--- src/rtl/rr_mux_arbiter_pkg.sv ---
// ============================================================================
// Module   : rr_mux_arbiter_pkg
// Brief    : Shared state encoding, requester count and round-robin pick helper
// Revision : 1.0 - initial release
// ============================================================================
`default_nettype none

package rr_mux_arbiter_pkg;

    localparam int c_NUM_REQ = 4;

    typedef enum logic [0:0] {
        IDLE  = 1'b0,
        GRANT = 1'b1
    } state_t;

    // The search starts one past the last winner, so a requester that just
    // released is considered last.
    function automatic logic [1:0] rr_pick(input logic [c_NUM_REQ-1:0] req,
                                           input logic [1:0]           ptr);
        logic [1:0] w_idx;
        logic [1:0] w_pick;
        logic       w_found;
        w_pick  = ptr;
        w_found = 1'b0;
        for (int i = 1; i <= c_NUM_REQ; i++) begin
            w_idx = ptr + 2'(i);
            if (!w_found && req[w_idx]) begin
                w_pick  = w_idx;
                w_found = 1'b1;
            end
        end
        return w_pick;
    endfunction

endpackage

`default_nettype wire

--- src/rtl/rr_mux_arbiter_mux_4to1.sv ---
// ============================================================================
// Module   : mux_4to1
// Brief    : N-bit 4-to-1 data selector driven by the arbiter grant index
// Revision : 1.0 - initial release
// ============================================================================
`default_nettype none

module mux_4to1 #(
    parameter int N = 4
) (
    input  logic [N-1:0] X0,
    input  logic [N-1:0] X1,
    input  logic [N-1:0] X2,
    input  logic [N-1:0] X3,
    input  logic [1:0]   S,
    output logic [N-1:0] Z
);

    always_comb begin
        Z = X0;
        case (S)
            2'd0:    Z = X0;
            2'd1:    Z = X1;
            2'd2:    Z = X2;
            default: Z = X3;
        endcase
    end

endmodule

`default_nettype wire

--- src/rtl/rr_mux_arbiter.sv ---
// ============================================================================
// Module   : rr_mux_arbiter
// Brief    : 4-way round-robin arbiter sharing one valid/ready channel, with
//            up to BURST beats per grant
// Revision : 1.0 - initial release
// ============================================================================
`default_nettype none

module rr_mux_arbiter
    import rr_mux_arbiter_pkg::*;
#(
    parameter int N     = 4,
    parameter int BURST = 4
) (
    input  logic                 clk,
    input  logic                 rst,
    input  logic [c_NUM_REQ-1:0] req,
    input  logic [N-1:0]         X0,
    input  logic [N-1:0]         X1,
    input  logic [N-1:0]         X2,
    input  logic [N-1:0]         X3,
    input  logic                 out_ready,
    output logic                 out_valid,
    output logic [N-1:0]         out_data,
    output logic [1:0]           sel,
    output logic [c_NUM_REQ-1:0] ack,
    output logic                 busy
);

    localparam int              c_CW   = (BURST > 1) ? $clog2(BURST) : 1;
    localparam logic [c_CW-1:0] c_LAST = c_CW'(BURST - 1);

    state_t          r_state;
    state_t          w_state_nxt;
    logic [1:0]      r_ptr;
    logic [1:0]      w_ptr_nxt;
    logic [1:0]      r_sel;
    logic [1:0]      w_sel_nxt;
    logic [c_CW-1:0] r_beat_cnt;
    logic [c_CW-1:0] w_beat_cnt_nxt;
    logic            w_xfer;

    // Reset masks the handshake in the same cycle so an in-flight beat is dropped.
    assign out_valid = !rst && (r_state == GRANT) && req[r_sel];
    assign busy      = !rst && (r_state == GRANT);
    assign w_xfer    = out_valid && out_ready;
    assign ack       = w_xfer ? (c_NUM_REQ'(1) << r_sel) : '0;
    assign sel       = r_sel;

    mux_4to1 #(.N(N)) u_mux (
        .X0 (X0),
        .X1 (X1),
        .X2 (X2),
        .X3 (X3),
        .S  (r_sel),
        .Z  (out_data)
    );

    always_ff @(posedge clk) begin
        if (rst) begin
            r_state    <= IDLE;
            r_ptr      <= 2'd3;
            r_sel      <= 2'd0;
            r_beat_cnt <= '0;
        end else begin
            r_state    <= w_state_nxt;
            r_ptr      <= w_ptr_nxt;
            r_sel      <= w_sel_nxt;
            r_beat_cnt <= w_beat_cnt_nxt;
        end
    end

    always_comb begin
        w_state_nxt    = r_state;
        w_ptr_nxt      = r_ptr;
        w_sel_nxt      = r_sel;
        w_beat_cnt_nxt = r_beat_cnt;
        case (r_state)
            IDLE: begin
                if (|req) begin
                    w_sel_nxt      = rr_pick(req, r_ptr);
                    w_beat_cnt_nxt = '0;
                    w_state_nxt    = GRANT;
                end
            end
            GRANT: begin
                if (!req[r_sel]) begin
                    w_ptr_nxt   = r_sel;
                    w_state_nxt = IDLE;
                end else if (w_xfer && (r_beat_cnt == c_LAST)) begin
                    w_ptr_nxt   = r_sel;
                    w_state_nxt = IDLE;
                end else if (w_xfer) begin
                    w_beat_cnt_nxt = r_beat_cnt + 1'b1;
                end
            end
            default: w_state_nxt = IDLE;
        endcase
    end

endmodule

`default_nettype wire

--- config.mk ---
export PLATFORM = sky130hd
export DESIGN_NAME = rr_mux_arbiter
export DESIGN_NICKNAME = d
export VERILOG_FILES = /design/src/rtl/rr_mux_arbiter_pkg.sv /design/src/rtl/rr_mux_arbiter_mux_4to1.sv /design/src/rtl/rr_mux_arbiter.sv
export SDC_FILE = /design/constraint.sdc
export NUM_CORES = 1
export LEC_CHECK = 0
export ABC_AREA = 1
export BUFFER_PORTS_ARGS = -buffer_cell sky130_fd_sc_hd__buf_2
export CELL_PAD_IN_SITES_DETAIL_PLACEMENT = 0
export CELL_PAD_IN_SITES_GLOBAL_PLACEMENT = 1
export CORE_MARGIN = 2
export CORE_UTILIZATION = 27
export DETAILED_ROUTE_END_ITERATION = 6
export HOLD_SLACK_MARGIN = 0.15
export PLACE_DENSITY = 0.79
export SLEW_MARGIN = 20
export SYNTH_ARGS = -nofsm -noshare
export SYNTH_HDL_FRONTEND = slang
export SYNTH_SLANG_ARGS = --single-unit
--- constraint.sdc ---
create_clock -name clk -period 1.4 [get_ports clk]
set_clock_uncertainty 0.15 [all_clocks]
set_input_delay 0.21 -clock clk [delete_from_list [all_inputs] [get_ports clk]]
set_output_delay 0.21 -clock clk [all_outputs]
set_load 0.05 [all_outputs]
**Yosys cells after proc, flatten, opt, wreduce, memory -nomap -nowiden**

Cells that the tools add are included.

- Output and inout bits: 12
- Register bits after elaboration: 7

- Equal/unequal tests: 8
- Bitwise logic cells: 1
- Add/sub/neg operators: 4
- $lt $le $gt $ge: 5
- Reductions and logical operators: 16
- Mux-type cells: 36
- Shift-type cells: 1

Operator list:

| cell | number |
|---|---|
| 2-to-1 mux 2 bit | 10 |
| 2-to-1 mux 1 bit | 17 |
| < comparator 2 x 3 -> 1 bit, second input constant | 5 |
| case mux 4 bit (3 select lines) | 1 |
| binary-select mux 1 bit (select 2 bit) | 5 |
| logical AND 1 bit | 7 |
| != test 2 x 1 -> 1 bit, second input constant | 3 |
| adder 2 x 1 -> 2 bit, second input constant | 2 |
| adder 2 bit, second input constant | 2 |
| == test 2 bit, second input constant | 2 |
| logical NOT 1 bit | 4 |
| 2-to-1 mux 4 bit | 1 |
| != test 2 bit, second input constant | 2 |
| case mux 2 bit (2 select lines) | 1 |
| AND reduction 2 bit | 2 |
| AND reduction 4 bit | 1 |
| OR reduction 4 bit | 1 |
| left shift 1 x 2 -> 4 bit, first input constant | 1 |
| == test 2 x 1 -> 1 bit, second input constant | 1 |
| logical NOT 2 bit | 1 |
| case mux 1 bit (2 select lines) | 1 |
| NOT 1 bit | 1 |

**Longest topological paths before layout**

- Depth after elaboration: 19
- Gate-level depth with buffers: 13
- Depth with buffers taken out: 12

**Modules after synthesis**

Synthesis repeated with hierarchy kept, for this count alone.

- Cells, all modules: 125
- Area, all modules: 767.0 um^2

Modules (own cells, without submodules):

| module | area an instance (um^2) | cells an instance | instances |
|---|---|---|---|
| rr_mux_arbiter | 625.6 | 100 | 1 |
| mux_4to1 | 141.4 | 25 | 1 |

**Worst setup path after synthesis**

Ideal clock, no wire load.

- Kind: register -> output
- Start: reg r_state
- End: out ack[0]
- Arrival: 2625 ps
- Stages on the path, launching flop included: 6
- Slack: -1585 ps
- Cell sequence: dfxtp_1 inv_2 nor2_1 o21a_1 nand2_1 nor2_1

- Word-level cells in the longest chain between the ends: 4

Ends and longest elaborated chain:

| element | RTL line | text |
|---|---|---|
| start, declared | rr_mux_arbiter.sv:33 | `state_t r_state;` |
| start signal, assigned | rr_mux_arbiter.sv:66 | `r_state <= w_state_nxt;` |
| logical AND 1 bit | -- |  |
| named net busy | rr_mux_arbiter.sv:27 | `output logic busy` |
| logical AND 1 bit | rr_mux_arbiter.sv:44 | `assign out_valid = !rst && (r_state == GRANT) && req[r_sel];` |
| named net out_valid | rr_mux_arbiter.sv:23 | `output logic out_valid,` |
| logical AND 1 bit | rr_mux_arbiter.sv:46 | `assign w_xfer = out_valid && out_ready;` |
| 2-to-1 mux 4 bit | rr_mux_arbiter.sv:47 | `assign ack = w_xfer ? (c_NUM_REQ'(1) << r_sel) : '0;` |
| end, declared | rr_mux_arbiter.sv:26 | `output logic [c_NUM_REQ-1:0] ack,` |

The timed path passes the listed nets, and every way through them passes these cells.

**Worst setup path after layout**

- Start: reg r_sel[0] (netlist: sel[0])
- End: out ack[2]

- Word-level cells in the longest chain between the ends: 5
- Elaborated cells between the ends (all ways): 6

Ends and longest elaborated chain:

| element | RTL line | text |
|---|---|---|
| start, declared | rr_mux_arbiter.sv:37 | `logic [1:0] r_sel;` |
| start signal, assigned | rr_mux_arbiter.sv:68 | `r_sel <= w_sel_nxt;` |
| binary-select mux 1 bit (select 2 bit) | rr_mux_arbiter.sv:44 |  |
| 2-to-1 mux 1 bit (implied by the code) | rr_mux_arbiter.sv:44 |  |
| logical AND 1 bit | rr_mux_arbiter.sv:44 |  |
| logical AND 1 bit | rr_mux_arbiter.sv:46 |  |
| 2-to-1 mux 4 bit * | rr_mux_arbiter.sv:47 |  |

Every way passes the cells marked *; elsewhere a longest branch is shown, timed or not. The select of a mux whose other input is x is not followed.

==> impl_metrics.ini <==
[hold_path]
hold_class = in -> reg
hold_path_end = r_ptr[0]$_SDFFE_PP1P_
hold_start = rst
hold_depth = 4

[logic_synthesis]
synth_edf_count = 0
ys_seq_area_frac = 0.177
synthTopCellsByCount = nand2_1 (43), nand3_1 (15), inv_1 (12)
syn_avg_cell_area_um2 = 6.07
syn_area_um2 = 790
ys_ff_latch = 7
yosys.area.top_type_share = 0.204
yosys_warnings = 0
synth.most_common_cell = nand2_1
syn_inst = 130
synth_async_sr_flop_share = 0
yosysTopAreaCell = nand2_1
synth_nets = 154
synth_area_leaders = nand2_1 (20%), dfxtp_1 (18%), nand3_1 (9.5%)
synth_top_flop_cell = dfxtp_1
ys_types = 24

[timing]
finalCritPeriodShare = 1.26
finalSetupTns_ns = -4.36
worst_slack_ns = -0.368
slew_violations = 0
finalHoldViolations = 0
worst_slew_pin_slew_ns = 0.333
setup_viol = 16
max_freq_mhz = 566
fin_crit_ns = 1.77
relSlewSlack = 0.776
rsz0062_at_grt = yes

[die]
fp.coreArea_um2 = 2760
fp.dieW_um = 58.1
dieArea_um2 = 3370
die_y_um = 58.1
start_util = 0.286
rows = 19
io-pin-count = 35

[drt]
ant_nets = 0
num_vias = 1100
drt-vias-per-instance = 4.72
wire_per_inst_um = 11.7
drt-initial-drc-count = 28
wl_mm = 2.72
drc_errors = 0
dr.pass1.iters = 4

[placed_design]
dp_hpwl_mm = 2.06
port_buffers = 34
gp_congestion = 0.791

[grt]
antenna_found_initial = 0
grt_max_degree = 8
top_usage_layer = met2
grt.overflow.total = 0
track_usage = 0.168
grt_pass1_vias = 1059
met3_usage = 0.0156
use_met1 = 0.191
grt_pass1_wl_mm = 4.51
met2_usage = 0.330

[critical_path]
critPathRequiredTime_ns = 1.04
cp-start-kind = register
r2r-end = r_ptr[1]$_SDFFE_PP1P_
r2r_setup_slack_ns = -0.32
worstSetupPathType = reg -> out
cp.arrival_ns = 1.41
rr_startpoint = sel[0]$_SDFFE_PP0P_
cp_max_fo = 4
end_kind = output pin
reg2reg_depth = 12

[run]
cap_violations = 0

[clock_network]
cts_tree = done
cts_root_buf = clkbuf_4
path_clk_slew_ns = 0.06
clock_sinks = 7
clk_latency_ns = 0.24
h-tree-depth = 1
cts_made_buffers = 3
clockBufferDepth = 2

[status]
status = finished, violations left
violations = negative setup slack

[final_layout]
layout-drive-gt1-share = 0.658
diodes = 0
syn_to_final_growth_pct = 100
finalNetCount = 227
fin_util = 0.573

[pwr]
powerDensity_nw_per_um2 = 1290
vdd_ir_drop_max_mv = 0.909
p_leak_nw = 0.795
==> worst max path at each step <==
stage	start	end	slack, ns	cells after the start
after floorplan	sel[1]$_SDFFE_PP0P_	ack[0]	-0.47	6
after CTS	sel[0]$_SDFFE_PP0P_	ack[3]	-0.37	7
after global placement	sel[0]$_SDFFE_PP0P_	ack[0]	-0.20	7
final	sel[0]$_SDFFE_PP0P_	ack[2]	-0.37	7
after global routing	sel[0]$_SDFFE_PP0P_	ack[0]	-0.43	7
after detailed placement	sel[0]$_SDFFE_PP0P_	ack[3]	-0.24	7
==> registers in the layout (all words and copies together) (netlist names) <==
name and cells:
r_beat_cnt 2, r_ptr 2, r_state 1, sel 2
==> per-stage QoR <==
stage | hold slack [ns] | area (µm²) | setup WS, ns | std cells | power [W]
2_1_floorplan | 0.113 | 906 | -0.470 | 130 | 0.00117
6_report | 0.270 | 1580 | -0.368 | 233 | 0.00204
4_1_cts | 0.157 | 1460 | -0.373 | 228 | 0.00190
3_5_place_dp | 0.372 | 1280 | -0.237 | 218 | 0.00151
3_3_place_gp | 0.361 | 1280 | -0.201 | 218 | 0.00148
5_1_grt | 0.288 | 1580 | -0.432 | 233 | 0.00218
==> placed cells by master, fill, tap and decap left out, types with 3 or more instances in the layout <==
master	instances
nor2_1	6
nand3_2	5
buf_8	4
dfxtp_4	4
nand2_2	21
buf_2	23
a21oi_1	4
nor2_4	5
inv_1	10
buf_6	12
nand2_4	6
inv_4	5
nand4_1	5
nand3_1	11
buf_4	30
clkbuf_4	3
nand2_1	24
==> where the power goes <==
group          internal, W  leakage [nW]  switching [W]
clock             0.000109        0.0150      0.0000761
combinational     0.000682         0.721       0.000858
sequential        0.000244        0.0591      0.0000749
==> repair_timing <==
action | CTS | global route
endpoints found under the setup margin | 19 | 19
setup buffers | 9 | 3
endpoints found under the hold margin | 0 | 1
hold buffers | 0 | 2
pin swaps | 18 | 13
resized for setup | 45 | 22
==> critical path: stages (launching register included) <==
cell     delay (ns)
dfxtp_4        0.38
inv_8          0.07
nand2_4        0.05
o22ai_4        0.15
o21a_4         0.18
nand2_8        0.08
nor2_4         0.09
buf_8          0.15
==> kinds of logic after synthesis <==
| group | after synthesis | share of synthesized area |
|---|---|---|
| simple gates | 86 | 0.506 |
| buf+inv | 23 | 0.157 |
| fa+ha+maj | 1 | 0.0158 |
| compound gates | 13 | 0.144 |
| flops | 7 | 0.177 |
==> area by class of cell <==
cell class / count / area, µm²
Sequential cell: 7 / 156
Clock buffer: 4 / 26.3
Timing Repair Buffer: 71 / 556
Inverter: 20 / 108
Fill cell: 254 / 1180
Multi-Input combinational cell: 100 / 696
Tap cell: 31 / 38.8
==> routing by layer <==
metal / share of wire / vias to the layer above
met4: 0.0088 / 0
met3: 0.049 / 4
met5: 0 / -
met1: 0.38 / 498
li1: - / 568
met2: 0.56 / 30
(Power assumes the default switching activity.)
